### src/rtl/obstacle_pkg.sv
// ---------------------------------------------------------------------------
// obstacle_pkg
// Shared definitions for the multi-channel obstacle detector:
//   level_t       - per-channel warning level, encoded as the buzz_level code
//   DEF_*         - default parameter values used by the top and the channel
//   drive_bit()   - buzzer waveform selection for one channel
// ---------------------------------------------------------------------------
package obstacle_pkg;

  typedef enum logic [1:0] {
    IDLE  = 2'd0,
    WARN1 = 2'd1,
    WARN2 = 2'd2,
    ALARM = 2'd3
  } level_t;

  localparam int unsigned DEF_N_CH         = 32'd4;
  localparam int unsigned DEF_DEBOUNCE_CYC = 32'd16;
  localparam int unsigned DEF_ESC_CYC      = 32'd1024;
  localparam int unsigned DEF_PULSE_SLOW   = 32'd256;
  localparam int unsigned DEF_PULSE_FAST   = 32'd64;

  // Buzzer waveform for a level: silent, slow square, fast square, steady on.
  function automatic logic drive_bit(input level_t lvl, input logic slow_bit,
                                     input logic fast_bit);
    logic d;
    case (lvl)
      IDLE:    d = 1'b0;
      WARN1:   d = slow_bit;
      WARN2:   d = fast_bit;
      ALARM:   d = 1'b1;
      default: d = 1'b0;
    endcase
    return d;
  endfunction

endpackage

### src/rtl/obstacle_channel.sv
// ---------------------------------------------------------------------------
// obstacle_channel
// One sensor channel: 2-flop synchroniser, debounce filter, escalation
// counter and warning-level FSM.
// Ports:
//   clk, rst_n   - clock, asynchronous active-low reset
//   active_i     - channel enabled (mask & global enable); low forces IDLE
//                  and clears debounce/escalation state
//   sensor_i     - raw asynchronous obstacle input
//   level_o      - registered warning level
//   level_d_o    - next-state level (lets the top register its outputs in
//                  step with level_o)
//   deb_o        - registered debounced sensor value
// ---------------------------------------------------------------------------
module obstacle_channel
  import obstacle_pkg::*;
#(
  parameter int unsigned DEBOUNCE_CYC = DEF_DEBOUNCE_CYC,
  parameter int unsigned ESC_CYC      = DEF_ESC_CYC
) (
  input  logic   clk,
  input  logic   rst_n,
  input  logic   active_i,
  input  logic   sensor_i,
  output level_t level_o,
  output level_t level_d_o,
  output logic   deb_o
);

  localparam int unsigned DW = $clog2(DEBOUNCE_CYC + 32'd1);
  localparam int unsigned EW = $clog2(ESC_CYC + 32'd1);
  localparam logic [DW-1:0] DEB_LAST = DW'(DEBOUNCE_CYC - 32'd1);
  localparam logic [EW-1:0] ESC_LAST = EW'(ESC_CYC - 32'd1);

  logic          sync1_q, sync2_q;
  logic          deb_q, deb_d;
  logic [DW-1:0] dcnt_q, dcnt_d;
  logic [EW-1:0] ecnt_q, ecnt_d;
  level_t        state_q, state_d;

  // Debounce: count consecutive samples that disagree with the held value.
  always_comb begin
    deb_d  = deb_q;
    dcnt_d = {DW{1'b0}};
    if (!active_i) begin
      deb_d  = 1'b0;
      dcnt_d = {DW{1'b0}};
    end else if (sync2_q == deb_q) begin
      dcnt_d = {DW{1'b0}};
    end else if (dcnt_q == DEB_LAST) begin
      deb_d  = ~deb_q;
      dcnt_d = {DW{1'b0}};
    end else begin
      dcnt_d = dcnt_q + DW'(1);
    end
  end

  // Level FSM: a debounced low (or an inactive channel) always wins.
  always_comb begin
    state_d = state_q;
    if (!active_i || !deb_q) begin
      state_d = IDLE;
    end else begin
      case (state_q)
        IDLE:    state_d = WARN1;
        WARN1:   state_d = (ecnt_q == ESC_LAST) ? WARN2 : WARN1;
        WARN2:   state_d = (ecnt_q == ESC_LAST) ? ALARM : WARN2;
        ALARM:   state_d = ALARM;
        default: state_d = IDLE;
      endcase
    end
  end

  // Escalation counter: zero on any level change and while idle, saturating.
  always_comb begin
    if ((state_d != state_q) || (state_d == IDLE)) begin
      ecnt_d = {EW{1'b0}};
    end else if (ecnt_q != ESC_LAST) begin
      ecnt_d = ecnt_q + EW'(1);
    end else begin
      ecnt_d = ecnt_q;
    end
  end

  // Synchroniser runs regardless of active_i so re-enable sees current input.
  always_ff @(posedge clk or negedge rst_n) begin
    if (!rst_n) begin
      sync1_q <= 1'b0;
      sync2_q <= 1'b0;
    end else begin
      sync1_q <= sensor_i;
      sync2_q <= sync1_q;
    end
  end

  // Channel state registers.
  always_ff @(posedge clk or negedge rst_n) begin
    if (!rst_n) begin
      deb_q   <= 1'b0;
      dcnt_q  <= {DW{1'b0}};
      ecnt_q  <= {EW{1'b0}};
      state_q <= IDLE;
    end else begin
      deb_q   <= deb_d;
      dcnt_q  <= dcnt_d;
      ecnt_q  <= ecnt_d;
      state_q <= state_d;
    end
  end

  assign level_o   = state_q;
  assign level_d_o = state_d;
  assign deb_o     = deb_q;

endmodule

### src/rtl/obstacle_detect_multi.sv
// ---------------------------------------------------------------------------
// obstacle_detect_multi
// N_CH-channel obstacle warning controller with escalating buzzer output.
// Ports:
//   clk, rst_n    - clock, asynchronous active-low reset
//   en            - global enable, low forces every channel idle
//   sensor        - raw asynchronous obstacle inputs (1 = obstacle)
//   ch_mask       - per-channel enable (1 = active)
//   clr           - pulse clearing alarm_seen
//   buzz_level    - per-channel level code, channel i at [2i+1:2i]
//   buzz_drv      - per-channel buzzer waveform
//   any_obstacle  - any active channel has a debounced obstacle
//   alarm_seen    - sticky flag, set when a channel enters ALARM
// ---------------------------------------------------------------------------
module obstacle_detect_multi
  import obstacle_pkg::*;
#(
  parameter int unsigned N_CH         = DEF_N_CH,
  parameter int unsigned DEBOUNCE_CYC = DEF_DEBOUNCE_CYC,
  parameter int unsigned ESC_CYC      = DEF_ESC_CYC,
  parameter int unsigned PULSE_SLOW   = DEF_PULSE_SLOW,
  parameter int unsigned PULSE_FAST   = DEF_PULSE_FAST
) (
  input  logic                clk,
  input  logic                rst_n,
  input  logic                en,
  input  logic [N_CH-1:0]     sensor,
  input  logic [N_CH-1:0]     ch_mask,
  input  logic                clr,
  output logic [2*N_CH-1:0]   buzz_level,
  output logic [N_CH-1:0]     buzz_drv,
  output logic                any_obstacle,
  output logic                alarm_seen
);

  localparam int unsigned PW = $clog2(PULSE_SLOW);
  // Fast-waveform tap; a PULSE_FAST of 1 has no meaningful bit, use bit 0.
  localparam int unsigned FB = (PULSE_FAST > 32'd1) ? ($clog2(PULSE_FAST) - 32'd1) : 32'd0;

  logic [N_CH-1:0] active_s;
  logic [N_CH-1:0] deb_s;
  level_t          lvl_q_s [N_CH];
  level_t          lvl_d_s [N_CH];

  logic [PW-1:0]   pulse_q, pulse_d;
  logic [N_CH-1:0] drv_q, drv_d;
  logic            any_q, any_d;
  logic            alarm_q, alarm_d;
  logic            enter_s;

  assign active_s = ch_mask & {N_CH{en}};

  for (genvar i = 0; i < N_CH; i++) begin : g_ch
    obstacle_channel #(
      .DEBOUNCE_CYC (DEBOUNCE_CYC),
      .ESC_CYC      (ESC_CYC)
    ) u_ch (
      .clk       (clk),
      .rst_n     (rst_n),
      .active_i  (active_s[i]),
      .sensor_i  (sensor[i]),
      .level_o   (lvl_q_s[i]),
      .level_d_o (lvl_d_s[i]),
      .deb_o     (deb_s[i])
    );
    assign buzz_level[2*i+1:2*i] = lvl_q_s[i];
  end

  // Next values of the shared counter and registered outputs. The drive is
  // built from next-state level and counter so it lines up with buzz_level.
  always_comb begin
    pulse_d = pulse_q + PW'(1);
    drv_d   = {N_CH{1'b0}};
    enter_s = 1'b0;
    for (int i = 0; i < N_CH; i++) begin
      drv_d[i] = drive_bit(lvl_d_s[i], pulse_d[PW-1], pulse_d[FB]);
      if ((lvl_d_s[i] == ALARM) && (lvl_q_s[i] != ALARM)) begin
        enter_s = 1'b1;
      end
    end
    any_d = en & (|(deb_s & ch_mask));
    if (enter_s) begin
      alarm_d = 1'b1;
    end else if (clr) begin
      alarm_d = 1'b0;
    end else begin
      alarm_d = alarm_q;
    end
  end

  // Shared pulse counter and output registers.
  always_ff @(posedge clk or negedge rst_n) begin
    if (!rst_n) begin
      pulse_q <= {PW{1'b0}};
      drv_q   <= {N_CH{1'b0}};
      any_q   <= 1'b0;
      alarm_q <= 1'b0;
    end else begin
      pulse_q <= pulse_d;
      drv_q   <= drv_d;
      any_q   <= any_d;
      alarm_q <= alarm_d;
    end
  end

  assign buzz_drv     = drv_q;
  assign any_obstacle = any_q;
  assign alarm_seen   = alarm_q;

endmodule

### config.mk
export PLATFORM = sky130hd
export DESIGN_NAME = obstacle_detect_multi
export DESIGN_NICKNAME = d
export VERILOG_FILES = /design/src/rtl/obstacle_pkg.sv /design/src/rtl/obstacle_channel.sv /design/src/rtl/obstacle_detect_multi.sv
export SDC_FILE = /design/constraint.sdc
export NUM_CORES = 1
export LEC_CHECK = 0
export BUFFER_PORTS_ARGS = -buffer_cell sky130_fd_sc_hd__buf_2
export CORE_ASPECT_RATIO = 0.7
export CORE_MARGIN = 5
export CORE_UTILIZATION = 45
export DETAILED_ROUTE_END_ITERATION = 12
export PLACE_DENSITY = 0.62
export SYNTH_ARGS = -nofsm -noshare
export SYNTH_HDL_FRONTEND = slang
export SYNTH_SLANG_ARGS = --single-unit
### constraint.sdc
create_clock -name clk -period 2.2 [get_ports clk]
set_input_delay 0.11 -clock clk [delete_from_list [all_inputs] [get_ports clk]]
set_output_delay 0.11 -clock clk [all_outputs]
set_load 0.01 [all_outputs]
**After elaboration in Yosys (flattened, before gate mapping)**

Index checks and enable logic that the tools add are counted.

- Bits in registers: 98
- Logic and storage cells: 196

- Add/sub/neg operators: 9
- Equality and inequality tests: 56
- Multiplexer cells: 58
- Bitwise operators: 7
- Reduce and logical (&&, ||, !) cells: 38

Operators with widths:

| kind | number |
|---|---|
| 2-to-1 mux 11 bit | 8 |
| 2-to-1 mux 5 bit | 12 |
| adder 11 x 1 -> 11 bit, second input constant | 4 |
| equality test 11 x 10 -> 1 bit, second input constant | 4 |
| != test 11 x 10 -> 1 bit, second input constant | 4 |
| equality test 2 bit, second input constant | 16 |
| one-hot mux 2 bit (4 select lines) | 4 |
| 2-to-1 mux 1 bit | 22 |
| adder 5 x 1 -> 5 bit, second input constant | 4 |
| equality test 5 x 4 -> 1 bit, second input constant | 4 |
| equality test 2 x 1 -> 1 bit, second input constant | 8 |
| logical NOT 2 bit | 8 |
| 2-to-1 mux 2 bit | 8 |
| != test 2 bit, second input constant | 8 |
| one-hot mux 1 bit (4 select lines) | 4 |
| nonzero test 2 bit | 5 |
| adder 8 x 1 -> 8 bit, second input constant | 1 |
| bitwise AND 4 bit | 2 |
| logical NOT 1 bit | 8 |
| logical OR 1 bit | 8 |
| != test 2 x 1 -> 1 bit, second input constant | 4 |
| != test 2 bit | 4 |
| AND reduction 2 bit | 4 |
| equality test 1 bit | 4 |
| 4 further kinds | 10 |

**Longest topological paths before layout**

Gate-level depths: netlist of the first run.

- Depth in word-level cells: 11
- Depth in mapped cells: 8
- Gate-level depth less buffers: 6

**By module**

Synthesis of the first run repeated with hierarchy kept, for this count alone.

- Cells, all modules: 427
- Area, all modules: 4606.9 um^2

By module, submodules not included:

| module | times used | cells each | area each (um^2) |
|---|---|---|---|
| obstacle_channel | 4 | 92 | 980.9 |
| obstacle_detect_multi | 1 | 59 | 683.2 |

**Worst setup path before layout of the first run**

OpenSTA, ideal clock, no wires.

- Kind: register -> register
- Start: register g_ch[3].u_ch.ecnt_q[0]
- End: register alarm_q (netlist: alarm_seen)
- Setup time: 0.120 ns
- Data arrival time: 1.605 ns
- Required time: 2.080 ns
- Path slack: 0.475 ns
- Cell stages (with the launch flop): 7
- Buffers on the path: 2
- Clock period less this slack: 1.725 ns
- Path through: dfrtp_1 -> ha_1 -> buf_1 -> and4_1 -> buf_2 -> a311o_1 -> a41o_1

- Word-level cells in the longest chain between the ends: 8

RTL lines:

| item | line | text |
|---|---|---|
| start: declaration | obstacle_channel.sv:38 | `logic [EW-1:0] ecnt_q, ecnt_d;` |
| start signal: assignment | obstacle_channel.sv:101 | `ecnt_q <= {EW{1'b0}};` |
| start signal: assignment | obstacle_channel.sv:106 | `ecnt_q <= ecnt_d;` |
| equality test 11 x 10 -> 1 bit (*) | obstacle_channel.sv:66, obstacle_channel.sv:67 |  |
| 2-to-1 mux 1 bit or 2-to-1 mux 2 bit (tied branches) | obstacle_channel.sv:67, obstacle_channel.sv:66 |  |
| one-hot mux 2 bit (4 select lines) (*) | obstacle_channel.sv:64 | `case (state_q)` |
| 2-to-1 mux 2 bit (*) | obstacle_channel.sv:61 | `if (!active_i \|\| !deb_q) begin` |
| equality test 2 bit (*) | obstacle_detect_multi.sv:77 | `if ((lvl_d_s[i] == ALARM) && (lvl_q_s[i] != ALARM)) begin` |
| logical AND 1 bit (*) | obstacle_detect_multi.sv:77 |  |
| 2-to-1 mux 1 bit (*) | obstacle_detect_multi.sv:77 |  |
| 2-to-1 mux 1 bit or nonzero test 2 bit (tied branches) | - |  |
| end signal: assignment | obstacle_detect_multi.sv:102 | `alarm_q <= alarm_d;` |
| end: declaration | obstacle_detect_multi.sv:48 | `logic alarm_q, alarm_d;` |

Mark *: on every way between the ends. The rest lies on a longest branch, timed or not.
A chain may end at the register's enable or synchronous reset.

**Worst setup path after layout of the first run**

- Start: register g_ch[1].u_ch.ecnt_q[0]
- End: register drv_q[1] (netlist: buzz_drv[1])

- Word-level cells in the longest chain between the ends: 6

RTL lines:

| item | line | text |
|---|---|---|
| start: declaration | obstacle_channel.sv:38 |  |
| start signal: assignment | obstacle_channel.sv:101 |  |
| start signal: assignment | obstacle_channel.sv:106 |  |
| equality test 11 x 10 -> 1 bit (*) | obstacle_channel.sv:66, obstacle_channel.sv:67 |  |
| 2-to-1 mux 1 bit or 2-to-1 mux 2 bit (tied branches) | obstacle_channel.sv:67, obstacle_channel.sv:66 |  |
| one-hot mux 2 bit (4 select lines) (*) | obstacle_channel.sv:64 |  |
| 2-to-1 mux 2 bit (*) | obstacle_channel.sv:61 |  |
| equality test 2 bit (tied with other cells) | obstacle_pkg.sv:27 | `case (lvl)` |
| one-hot mux 1 bit (4 select lines) (*) | obstacle_pkg.sv:27 |  |
| via drv_d[1] | obstacle_detect_multi.sv:46 | `logic [N_CH-1:0] drv_q, drv_d;` |
| end signal: assignment | obstacle_detect_multi.sv:95 | `drv_q <= {N_CH{1'b0}};` |
| end signal: assignment | obstacle_detect_multi.sv:100 | `drv_q <= drv_d;` |
| end: declaration | obstacle_detect_multi.sv:46 |  |

Mark *: on every way through the listed nets, which the timed path passes. The rest lies on a longest branch.

==> results.md, run 1 <==
- The run finished with clean final reports.
- Among all cell types in the netlist, the one instantiated most often is sky130_fd_sc_hd__dfrtp_1.
- The setup slack of the critical path after layout is 0.228 ns.
- The TritonCTS clock tree is built.
- The initial antenna violation count came to 0.
- In the final routed layout, each cell accounts on average for ~14 um.
- The post-CTS repair timing setup buffer count is 0.
- The row count is 31.
- The cell count after synthesis is 453.
- CTS placed an instance of sky130_fd_sc_hd__clkbuf_16 at the clock tree root.
- Yosys attributes the largest share of cell area to sky130_fd_sc_hd__dfrtp_1 (53%), sky130_fd_sc_hd__nor2_1 (5.1%), sky130_fd_sc_hd__xor2_1 (4.0%).
- The worst slew margin relative to its limit is 55.3%.
- The via density per instance is roughly 5.2.
- The number of H-tree levels is 3.
- The relative area change from synthesis to final layout is 12.9%.
- The number of different library cells used by synthesis comes to 53.
- The critical path endpoint category is a flip-flop.
- The routed design has roughly 8.4 mm of wire.
- After layout, the worst path uses 89.6% of the clock period.
- Across the run, the number of max-cap violations was 0.
- For this run, the leading register cell type out of synthesis is sky130_fd_sc_hd__dfrtp_1.
- The routability congestion estimate from global placement is 0.792.
- The worst hold path begins at ch_mask[1].
- The standby leakage power is approximately 2.3 nW.
- The cell class contributing the biggest share of worst-path delay is simple AND/OR/NAND/NOR gates.
- The signal on the critical path passes through ha_1 > nand3_1 > or3_1 > nand3_1 > a21oi_1 > nor4_1.
- Buffers inserted during clock tree synthesis total 9.
- Buffers placed on the I/O ports in this run total 25.
- The HPWL after detailed placement is 5.88 mm.
- The repair_antennas step left the layout with diodes totalling 0.
- After clock tree synthesis, the clock-pin slew on the worst setup and hold paths is 0.07 ns.
- The fraction of layout cells with a size suffix above 1 is between 10% and 20%.
- The post-route minimum period is 1.97 ns.
- Each instance of the synthesized netlist takes up on average just over 10 um2.
- Before CTS, the worst setup slack after placement is 0.235 ns.
- The placeable core area is 10,200 um2.
- The maximum number of pins on one net before global-route repair is 53.
- The final max-slew violation count is 0.
- The die outline height is 94.9 um.
- The first TritonRoute pass finished after 5 iterations.
- The x dimension of the die is 131 um.
- The worst hold path terminates at g_ch[1].u_ch.deb_o$_DFFE_PN0P_.
- Setup violations remaining at the end of the flow were counted as 0.
- Summing the sequential cell areas from Yosys gives 52.9% of the chip area.
- Setup repair after global routing left no endpoint under its margin.
- The worst hold path passes through 3 cells.
- The worst hold path belongs to the class in -> reg.
- Overall power consumption after layout is estimated at 0.00337 W.
- STA classifies the critical path startpoint as a flip-flop.
- By startpoint and endpoint, the worst setup path is classified as reg -> reg.
- Of all flip-flops after synthesis, the portion carrying an async set or reset was between 90% and 100%.
- The required arrival time at the worst endpoint is 2.41 ns.
- The combined global-route utilization of all metal layers is roughly 15%.
- CTS saw 98 sinks.
- Along the worst path, the maximum fanout reaches 8.
- In this run the count of I/O pins placed on the die edge is 26.
- The net count after synthesis is between 400 and 500.
- The count of buffering cells on the critical path with inverters included is 0.
- By count the netlist is led by sky130_fd_sc_hd__dfrtp_1 (98), sky130_fd_sc_hd__nor2_1 (63), sky130_fd_sc_hd__nand2_1 (36), sky130_fd_sc_hd__nand3_1 (31), sky130_fd_sc_hd__xor2_1 (21).
- The aggregate global routing overflow is 0.
- For this design, the slowest cell found on the critical path is sky130_fd_sc_hd__or3_1.
- The final setup skew is between 0.004 and 0.005 ns.
- The DRC violations left is 0.
- The library cell appearing most often on the critical path is sky130_fd_sc_hd__nand3_1.
- The largest stage delay on the critical path is 0.49 ns.
- In this run the biggest area consumer among cell types represents roughly 53% of the synthesized area.
- Synthesis inferred a little under 100 register bits.
- Summed over all failing endpoints, the final setup total negative slack is 0 ns.
- The count of yosys warnings during synthesis is 0.
- After the first detailed-routing iteration, the DRC count stood at 188.
- The first global-routing pass estimated between 15 and 20 mm of wire.
- In this run the critical register-to-register path is launched from g_ch[1].u_ch.ecnt_q[0]$_DFFE_PN0P_.
- The number of hold violations in the final report was 0.
- The utilization after layout is 51.3%.
- The largest total area in the synthesized netlist belongs to sky130_fd_sc_hd__dfrtp_1.
- The worst register-to-register path ends at buzz_drv[1]$_DFF_PN0_.
- The netlist area before placement is 4630 um2.
- The number of enable-type register cells in the synthesized netlist is 0.
- The initial utilization of the core area, before any placement, comes to 45.4%.
- The power per unit of standard cell area is 645 nW/um2.
- The via count of the first global-routing pass was 3,193.
- The net count of the finished layout is 509.
- The depth of the worst register-to-register path is 6.
- The final route contains 3,261 vias.
- The slack of the worst reg-to-reg path is 0.23 ns.
- The clock passes through at most 2 buffers.
- The area of the die is 12,500 um2.
- For this run, the top clock speed supported by timing is 507 MHz.
- The post-route antenna net violation count is 0.
- The transition time at the pin with the least slew margin is 0.670 ns.
- The worst-case IR drop observed on VDD is ~0.4 mV.
- The data arrival at the endpoint of the critical path is 2.18 ns.
- The insertion delay of the later-clocked pin in the worst-skew pair is 0.34 ns.
==> timing repair <==
item	4_1_cts	5_1_grt
hold buffers	5	0
hold endpoints to repair	55	0
gates resized for setup	0	0
==> state kept, by name, summed over array words and instances (netlist names) <==
signal,flops
buzz_drv,4
g_ch.u_ch.sync1_q,4
g_ch.u_ch.level_o,8
g_ch.u_ch.sync2_q,4
pulse_q,8
g_ch.u_ch.ecnt_q,44
any_obstacle,1
alarm_seen,1
g_ch.u_ch.deb_o,4
g_ch.u_ch.dcnt_q,20
==> layout by cell type (no fill, tap or decap), drive strengths merged, types with 3 or more instances in the layout <==
master and count:
dlygate4sd3 5, nand3 31, and2 4, a21o 3, clkinv 3, and3 13, o21ai 20, xnor2 20
ha 9, a21oi 20, inv 16, nor3 18, clkbuf 9, a2111oi 3, nand4 20, and4 7
nor2 63, xor2 21, a211oi 4, dfrtp 98, buf 31, a31oi 3, nor2b 4, nand2 39
or3 4
==> metal layers <==
metal  vias to the layer above  wire (um)  GRT usage [%]
met1                      1535       4400           20.5
met3                         5        358           5.22
met4                         0         65           4.20
met2                        47       3610           22.1
met5                         -          0              0
li1                       1674          -              -
==> worst max path at each step <==
stage / from / end / slack [ns] / cells past startpoint
after floorplan: g_ch[3].u_ch.ecnt_q[0]$_DFFE_PN0P_ / alarm_seen$_DFFE_PN0P_ / 0.47 / 6
after global routing: g_ch[1].u_ch.ecnt_q[0]$_DFFE_PN0P_ / buzz_drv[1]$_DFF_PN0_ / 0.1 / 6
after detailed placement: g_ch[1].u_ch.ecnt_q[0]$_DFFE_PN0P_ / buzz_drv[1]$_DFF_PN0_ / 0.23 / 6
after CTS: g_ch[1].u_ch.ecnt_q[0]$_DFFE_PN0P_ / buzz_drv[1]$_DFF_PN0_ / 0.22 / 6
final: g_ch[1].u_ch.ecnt_q[0]$_DFFE_PN0P_ / buzz_drv[1]$_DFF_PN0_ / 0.23 / 6
after global placement: g_ch[1].u_ch.ecnt_q[0]$_DFFE_PN0P_ / buzz_drv[1]$_DFF_PN0_ / 0.31 / 6
==> power by group <==
group | total [W] | internal (W) | switching, W
registers | 0.00182 | 0.00181 | 0.00000590
clock network | 0.00148 | 0.000788 | 0.000691
logic | 0.0000766 | 0.0000239 | 0.0000527
==> stage by stage <==
stage,hold WS (ns),instances,instance area (um2)
2_1_floorplan,-0.186,453,4630
3_3_place_gp,0.195,604,4890
3_5_place_dp,0.197,604,4890
4_1_cts,0.0522,625,5230
5_1_grt,0.0520,625,5230
6_report,0.0643,625,5230
==> worst reg2reg max path, stage by stage (launching register included) <==
cell and delay, ns:
sky130_fd_sc_hd__dfrtp_1 0.40, sky130_fd_sc_hd__ha_1 0.24, sky130_fd_sc_hd__nand3_1 0.16, sky130_fd_sc_hd__or3_1 0.49, sky130_fd_sc_hd__nand3_1 0.12, sky130_fd_sc_hd__a21oi_1 0.07
sky130_fd_sc_hd__nor4_1 0.37
==> cell type report <==
cell class	instances	area (um2)
Fill cell	931	4970
Sequential cell	98	2450
Multi-Input combinational cell	330	2040
Timing Repair Buffer	36	235
Clock buffer	9	225
Tap cell	132	165
Clock inverter	7	62.6
Inverter	13	48.8
==> cells by family (layout without fill, tap and decap cells) <==
group	Yosys count	count (layout)	synth area share, %
compound gates	64	64	9.07
flops	98	98	52.9
xor+xnor	41	41	7.75
buf+inv	25	65	3.05
fa+ha+maj	11	11	2.89
simple gates	212	212	23.9
mux	2	2	0.432
Note: power is estimated with default switching activity, not from simulation.
==> run 2: changes to the inputs <==
--- a/config.mk
+++ b/config.mk
@@ -6,11 +6,13 @@
 export NUM_CORES = 1
 export LEC_CHECK = 0
 export BUFFER_PORTS_ARGS = -buffer_cell sky130_fd_sc_hd__buf_2
+export CELL_PAD_IN_SITES_DETAIL_PLACEMENT = 2
+export CELL_PAD_IN_SITES_GLOBAL_PLACEMENT = 2
 export CORE_ASPECT_RATIO = 0.7
 export CORE_MARGIN = 5
-export CORE_UTILIZATION = 45
+export CORE_UTILIZATION = 40
 export DETAILED_ROUTE_END_ITERATION = 12
-export PLACE_DENSITY = 0.62
+export PLACE_DENSITY = 0.79
 export SYNTH_ARGS = -nofsm -noshare
 export SYNTH_HDL_FRONTEND = slang
 export SYNTH_SLANG_ARGS = --single-unit
==> results.md, run 2 (synthesis results as in run 1) <==
- The power per unit of standard cell area is 680 nW/um2 (+5.4%).
- The category of the worst setup path launch point is a flip-flop.
- The total negative setup slack came to 0 ns (unchanged).
- The transition time at the pin with the least slew margin was 0.582 ns (-0.0881 ns).
- The starting density of the core is 41.5% (-3.9 points).
- The cell chosen for the clock root is sky130_fd_sc_hd__clkbuf_16.
- The peak supply drop is 0.328 mV (-18%).
- The number of buffers created by CTS is 9 (unchanged).
- The switching power as a share of total power is 21.2% (-1.1 points).
- The row count came to 32 (+3.2%).
- The DRC violations left is 0 (unchanged).
- The insertion delay of the later-clocked pin in the worst-skew pair is 0.34 ns (about the same).
- Leaving out fill and tap cells, the most frequent cell in the layout is sky130_fd_sc_hd__dfrtp_1.
- The via count of the first global-routing pass was 3,994 (+25%).
- The TritonCTS clock tree is built.
- The cell area after placement is 4920 um2 (+0.54%).
- The port buffer count is 25 (unchanged).
- The violation count after the first detailed-route iteration is 113 (-40%).
- The I/O pin count is 26 (unchanged).
- The reported net switching power is 0.000762 W (+1.7%).
- The initial antenna violation count is 0 (unchanged).
- The maximum count of clock buffers along a single path came to 2 (unchanged).
- The proportion of power drawn by combinational gates is 2.3% (about the same).
- The required arrival time at the worst endpoint is 2.46 ns (+0.05 ns).
- The final routed wirelength across all metal layers is 12.2 mm (+44%).
- The final max-slew violation count is 0 (unchanged).
- The standby leakage power is 2.35 nW (+0.69%).
- The wire length of the first global-routing pass is 20.8 mm (+39%).
- The final setup skew is 0.00781 ns (+0.00362 ns).
- The critical path starts at g_ch[1].u_ch.ecnt_q[0]$_DFFE_PN0P_.
- The run finished with clean final reports.
- The number of clock sinks seen by CTS is 98 (unchanged).
- The post-route antenna net violation count was 0 (unchanged).
- The final number of setup-violating endpoints is 0 (unchanged).
- The critical path class is reg -> reg.
- The combined global-route utilization of all metal layers is 18.6% (+3.8 points).
- The maximum number of pins on one net before global-route repair came to 58 (+9.4%).
- The post-route minimum period is 1.99 ns (+0.0156 ns).
- The x dimension of the die is 139 um (+5.6%).
- The achievable clock frequency is 503 MHz (-0.79%).
- In the layout the commonest cells are sky130_fd_sc_hd__dfrtp_1 (98), sky130_fd_sc_hd__nor2_1 (63), sky130_fd_sc_hd__nand2_1 (36).
- The HPWL after detailed placement is 8.53 mm (+45%).
- The register ranked first by flip-flop count is g_ch.u_ch.ecnt_q.
- The die outline height is 100 um (+5.4%).
- The number of filler instances in the final layout is 1,151 (+24%).
- The CTS clock-pin slew for the worst setup and hold paths is 0.07 ns (about the same).
- The number of cells traversed by the worst hold path is 3 (unchanged).
- The aggregate global routing overflow is 0 (unchanged).
- The number of hold violations in the final report is 0 (unchanged).
- The clock group share of total power was 47.2% (+3.4 points).
- The via density per instance is 5.47 (+4.9%).
- The design area is 5290 um2 (+1.2%).
- The data arrival at the endpoint of the critical path was 2.25 ns (+0.07 ns).
- The total internal power is 0.00284 W (+8.2%).
- Setup repair after global routing left no endpoint under its margin.
- The start point of the worst min-delay path is ch_mask[2].
- The flip-flop count of the largest register, all copies and words added came to 44 (unchanged).
- The placeable core area is 11,200 um2 (+9.5%).
- The number of inserted diodes is 0 (unchanged).
- The fraction of layout cells with a size suffix above 1 is 12.8% (unchanged).
- In this run the critical register-to-register path is launched from g_ch[1].u_ch.ecnt_q[0]$_DFFE_PN0P_.
- The iteration count of the initial detailed-routing pass is 4 (-1).
- The utilization after layout is 47.4% (-3.9 points).
- The part of the cycle the worst path needs was 90.4% (+0.71 points).
- The routability congestion estimate from global placement was 0.730 (-7.8%).
- The largest registers in the layout are g_ch.u_ch.ecnt_q: 44 flops, g_ch.u_ch.dcnt_q: 20 flops.
- The post-CTS repair timing setup buffer count was 0 (unchanged).
- The class of the tightest hold or removal check is in -> reg.
- The max-cap check violation count is 0 (unchanged).
- The worst slew margin relative to its limit is 61.2% (+5.9 points).
- The number of H-tree levels is 3 (unchanged).
- The peak fanout along the critical path is 8 (unchanged).
- The depth of the worst register-to-register path is 6 (unchanged).
- The sequential cell fraction of total power is 50.5% (-3.4 points).
- The total vias in the final route is 3,536 (+8.4%).
- The critical path endpoint category is a flip-flop.
- The average detailed-routed wire length per instance came to 18.8 um (+39%).
- The slack of the worst reg-to-reg path is 0.21 ns (-0.02 ns).
- The net count of the finished layout is 509 (unchanged).
- The area of the die came to 13,900 um2 (+11%).
- Relative to the synthesized area, the layout overhead comes to 14.2%.
==> run 2: changes by cell type in the layout (fill, tap and decap cells not counted), sizes merged <==
cell / before / now
clkinv: 3 / 2
inv: 16 / 14
clkbuf: 9 / 10
bufinv: 0 / 2
==> run 2: final timing paths <==
kind / end
max: alarm_seen$_DFFE_PN0P_
min: g_ch[2].u_ch.dcnt_q[2]$_DFF_PN0_
max reg2reg: alarm_seen$_DFFE_PN0P_
min reg2reg: g_ch[0].u_ch.sync2_q$_DFF_PN0_
max in group asynchronous: g_ch[0].u_ch.ecnt_q[6]$_DFFE_PN0P_
min in group asynchronous: g_ch[1].u_ch.dcnt_q[3]$_DFF_PN0_
==> run 2: worst max-delay path: stages, from the launching register on <==
cell and delay, ns:
sky130_fd_sc_hd__dfrtp_1 0.41, sky130_fd_sc_hd__ha_1 0.27, sky130_fd_sc_hd__nand3_1 0.19, sky130_fd_sc_hd__or3_4 0.43, sky130_fd_sc_hd__nor4b_2 0.25, sky130_fd_sc_hd__a311o_1 0.20, sky130_fd_sc_hd__a41o_1 0.16
==> run 2: power by group through the flow <==
| stage | logic [W] | clock network, W | registers (W) |
|---|---|---|---|
| floorplan | 0.0000186 | 0 | 0.00185 |
| global placement | 0.0000741 | 0 | 0.00185 |
| detailed placement | 0.0000782 | 0 | 0.00185 |
| CTS | 0.0000860 | 0.00175 | 0.00182 |
| global route | 0.0000967 | 0.00183 | 0.00182 |
| finish | 0.0000825 | 0.00170 | 0.00182 |
==> run 2: timing repair <==
item                                    CTS  global route
endpoints found under the hold margin    45             0
endpoints found under the setup margin    0             2
gates resized for setup                   0             1
hold buffers                              5             0
==> run 2: routing by layer <==
layer  part of all wire, %  track usage (%)  wire length, um
met1                    47             23.6             5660
met2                    51             33.0             6140
met3                   1.6             3.43              199
met4                   1.3             5.04              152
met5                     0                0                0
==> run 2: stage by stage <==
step                      worst slack, ns  power, W  cells  hold WS (ns)
after floorplan                     0.475   0.00187    453        -0.186
after detailed placement            0.166   0.00193    625         0.143
final                               0.212   0.00360    646        0.0920
after CTS                           0.130   0.00366    646        0.0776
after global placement              0.287   0.00193    625         0.133
after global routing               0.0353   0.00375    646         0.107
==> run 2: cell type report <==
cell class | count | area [um2] | area share (%)
clock buffers | 10 | 229 | 4.33
inverters | 13 | 48.8 | 0.922
clock inverters | 6 | 90.1 | 1.70
repair buffers | 36 | 235 | 4.45
flip-flops and latches | 98 | 2450 | 46.3
well taps | 153 | 191 | 3.62
multi-input cells | 330 | 2040 | 38.6
==> run 3: changes to the inputs <==
--- a/config.mk
+++ b/config.mk
@@ -12,6 +12,7 @@
 export CORE_MARGIN = 5
 export CORE_UTILIZATION = 40
 export DETAILED_ROUTE_END_ITERATION = 12
+export MAX_ROUTING_LAYER = met4
 export PLACE_DENSITY = 0.79
 export SYNTH_ARGS = -nofsm -noshare
 export SYNTH_HDL_FRONTEND = slang
==> results.md, run 3 (synthesis results as in run 1) <==
- Setup repair after global routing left no endpoint under its margin.
- The area of the die is 13,900 um2 (unchanged).
- The port buffer count is 25 (unchanged).
- The critical path endpoint category is a flip-flop.
- The data arrival at the endpoint of the critical path is 2.24 ns (about the same).
- The peak supply drop is 0.328 mV (+0.18%).
- The part of the cycle the worst path needs is 89.8% (-0.55 points).
- The maximum number of pins on one net before global-route repair was 58 (unchanged).
- The final number of setup-violating endpoints came to 0 (unchanged).
- The achievable clock frequency is 506 MHz (+0.61%).
- The transition time at the pin with the least slew margin is 0.584 ns (+0.00250 ns).
- The cell chosen for the clock root is sky130_fd_sc_hd__clkbuf_16.
- The final routed wirelength across all metal layers is 12.2 mm (about the same).
- The utilization after layout is 47.4% (unchanged).
- In the final layout, the registers with the most flip-flops are g_ch.u_ch.ecnt_q: 44 flops, g_ch.u_ch.dcnt_q: 20 flops.
- The average detailed-routed wire length per instance is 18.8 um (about the same).
- The largest stage delay on the critical path is 0.43 ns (about the same).
- The peak fanout along the critical path is 8 (unchanged).
- The post-route antenna net violation count is 0 (unchanged).
- The number of inserted diodes is 0 (unchanged).
- The total internal power is 0.00284 W (about the same).
- The insertion delay of the later-clocked pin in the worst-skew pair came to 0.34 ns (about the same).
- The row count was 32 (unchanged).
- The number of buffers created by CTS is 9 (unchanged).
- The number of clock sinks seen by CTS is 98 (unchanged).
- The flip-flop count of the largest register, all copies and words added is 44 (unchanged).
- The starting density of the core is 41.5% (unchanged).
- The HPWL after detailed placement is 8.53 mm (unchanged).
- The initial antenna violation count was 0 (unchanged).
- The required arrival time at the worst endpoint was 2.46 ns (about the same).
- The x dimension of the die came to 139 um (unchanged).
- The standard cell with the maximum stage delay on the critical path is sky130_fd_sc_hd__or3_4.
- The most common library cell in the layout ignoring fill and taps is sky130_fd_sc_hd__dfrtp_1.
- The die outline height is 100 um (unchanged).
- The area of combinational cells with multiple inputs is 2040 um2 (unchanged).
- The relative area change from synthesis to final layout is 14.2% (unchanged).
- The maximum count of clock buffers along a single path was 2 (unchanged).
- The signal on the critical path passes through ha_1 > nand3_1 > or3_4 > nor4b_2 > a311o_1 > a41o_1.
- The switching power as a share of total power is 21.2% (about the same).
- The max-cap check violation count is 0 (unchanged).
- The I/O pin count is 26 (unchanged).
- The combined global-route utilization of all metal layers is 19.1% (+0.56 points).
- The standby leakage power was 2.35 nW (unchanged).
- The aggregate global routing overflow is 0 (unchanged).
- The via count of the first global-routing pass is 3,996 (+0.050%).
- The post-route minimum period came to 1.98 ns (-0.0121 ns).
- The iteration count of the initial detailed-routing pass is 4 (unchanged).
- The placeable core area is 11,200 um2 (unchanged).
- The power per unit of standard cell area was 680 nW/um2 (about the same).
- The final max-slew violation count is 0 (unchanged).
- The tightest min-delay check is of the in -> reg type.
- The net count of the finished layout is 509 (unchanged).
- The worst slew margin relative to its limit came to 61.0% (-0.17 points).
- The total vias in the final route was 3,546 (+0.28%).
- Leaving out fill and tap cells, the most frequent cells in the layout are sky130_fd_sc_hd__dfrtp_1 (98), sky130_fd_sc_hd__nor2_1 (63), sky130_fd_sc_hd__nand2_1 (36).
- The setup path with the least slack is of type reg -> reg.
- The DRC violations left is 0 (unchanged).
- The number of filler instances in the final layout is 1,151 (unchanged).
- The routability congestion estimate from global placement is 0.739 (+1.2%).
- The CTS clock-pin slew for the worst setup and hold paths is 0.07 ns (about the same).
- The final setup skew was 0.00746 ns (-0.000354 ns).
- The fraction of layout cells with a size suffix above 1 is 12.8% (unchanged).
- The register ranked first by flip-flop count is g_ch.u_ch.ecnt_q.
- The flow ran to the end, and the final reports show no timing, DRC or antenna violations.
- The clock group share of total power is 47.2% (about the same).
- The number of H-tree levels is 3 (unchanged).
- The sequential cell fraction of total power is 50.5% (about the same).
- The total negative setup slack is 0 ns (unchanged).
- The number of hold violations in the final report came to 0 (unchanged).
- The sequential cell area is 2450 um2 (unchanged).
- TritonCTS built the clock tree.
- The via density per instance came to 5.49 (+0.28%).
- The proportion of power drawn by combinational gates came to 2.3% (about the same).
- The category of the worst setup path launch point is a flip-flop.
- The wire length of the first global-routing pass is 20.8 mm (about the same).
- The reported net switching power came to 0.000762 W (about the same).
- The violation count after the first detailed-route iteration is 122 (+8.0%).
-- run 3: final timing paths --
| check | from | endpoint | slack, ns | cells past startpoint |
|---|---|---|---|---|
| hold reg to reg | g_ch[0].u_ch.sync1_q$_DFF_PN0_ | g_ch[0].u_ch.sync2_q$_DFF_PN0_ | 0.35 | 0 |
| hold / removal | ch_mask[2] | g_ch[2].u_ch.dcnt_q[2]$_DFF_PN0_ | 0.09 | 3 |
| setup reg to reg | g_ch[1].u_ch.ecnt_q[0]$_DFFE_PN0P_ | alarm_seen$_DFFE_PN0P_ | 0.22 | 6 |
| setup / recovery | g_ch[1].u_ch.ecnt_q[0]$_DFFE_PN0P_ | alarm_seen$_DFFE_PN0P_ | 0.22 | 6 |
| max in group asynchronous | rst_n | alarm_seen$_DFFE_PN0P_ | 1.15 | 3 |
| min in group asynchronous | rst_n | g_ch[1].u_ch.dcnt_q[3]$_DFF_PN0_ | 0.32 | 2 |
-- run 3: per-stage QoR --
stage / instances / setup slack (ns) / instance area, um2 / total power [W] / hold slack (ns)
floorplan: 453 / 0.475 / 4630 / 0.00187 / -0.186
global placement: 625 / 0.287 / 4920 / 0.00193 / 0.133
detailed placement: 625 / 0.166 / 4920 / 0.00193 / 0.143
CTS: 646 / 0.130 / 5290 / 0.00366 / 0.0776
global route: 646 / 0.0353 / 5290 / 0.00375 / 0.109
finish: 646 / 0.224 / 5290 / 0.00360 / 0.0917
-- run 3: timing repair --
action,4_1_cts,5_1_grt
buffers inserted,0,0
gates resized for setup,0,1
hold buffers,5,0
hold endpoints to repair,45,0
endpoints found under the setup margin,0,4
-- run 3: cell type report --
cell class	count	area share, %
flip-flops and latches	98	46.3
multi-input cells	330	38.6
repair buffers	36	4.45
clock buffers	10	4.33
well taps	153	3.62
clock inverters	6	1.70
inverters	13	0.922
-- run 3: metal layers --
| layer | share of wire [%] | wire [um] | global-route usage, % | vias up |
|---|---|---|---|---|
| li1 | - | - | - | 1668 |
| met1 | 46 | 5640 | 23.8 | 1836 |
| met2 | 51 | 6150 | 32.9 | 32 |
| met3 | 1.8 | 220 | 3.14 | 10 |
| met4 | 1.3 | 153 | 5.26 | 0 |
| met5 | 0 | 0 | - | - |
-- run 3: critical path: cells and delay by family (launching register included) --
| family | cells | cell delay, ns |
|---|---|---|
| compound gates | 2 | 0.36 |
| flops | 1 | 0.41 |
| fa+ha+maj | 1 | 0.26 |
| simple gates | 3 | 0.87 |
-- run 3: power by group through the flow --
stage / clock (W) / sequential [W] / combinational [W]
floorplan: 0 / 0.00185 / 0.0000186
global placement: 0 / 0.00185 / 0.0000741
detailed placement: 0 / 0.00185 / 0.0000782
CTS: 0.00175 / 0.00182 / 0.0000860
global route: 0.00183 / 0.00182 / 0.0000968
finish: 0.00170 / 0.00182 / 0.0000823
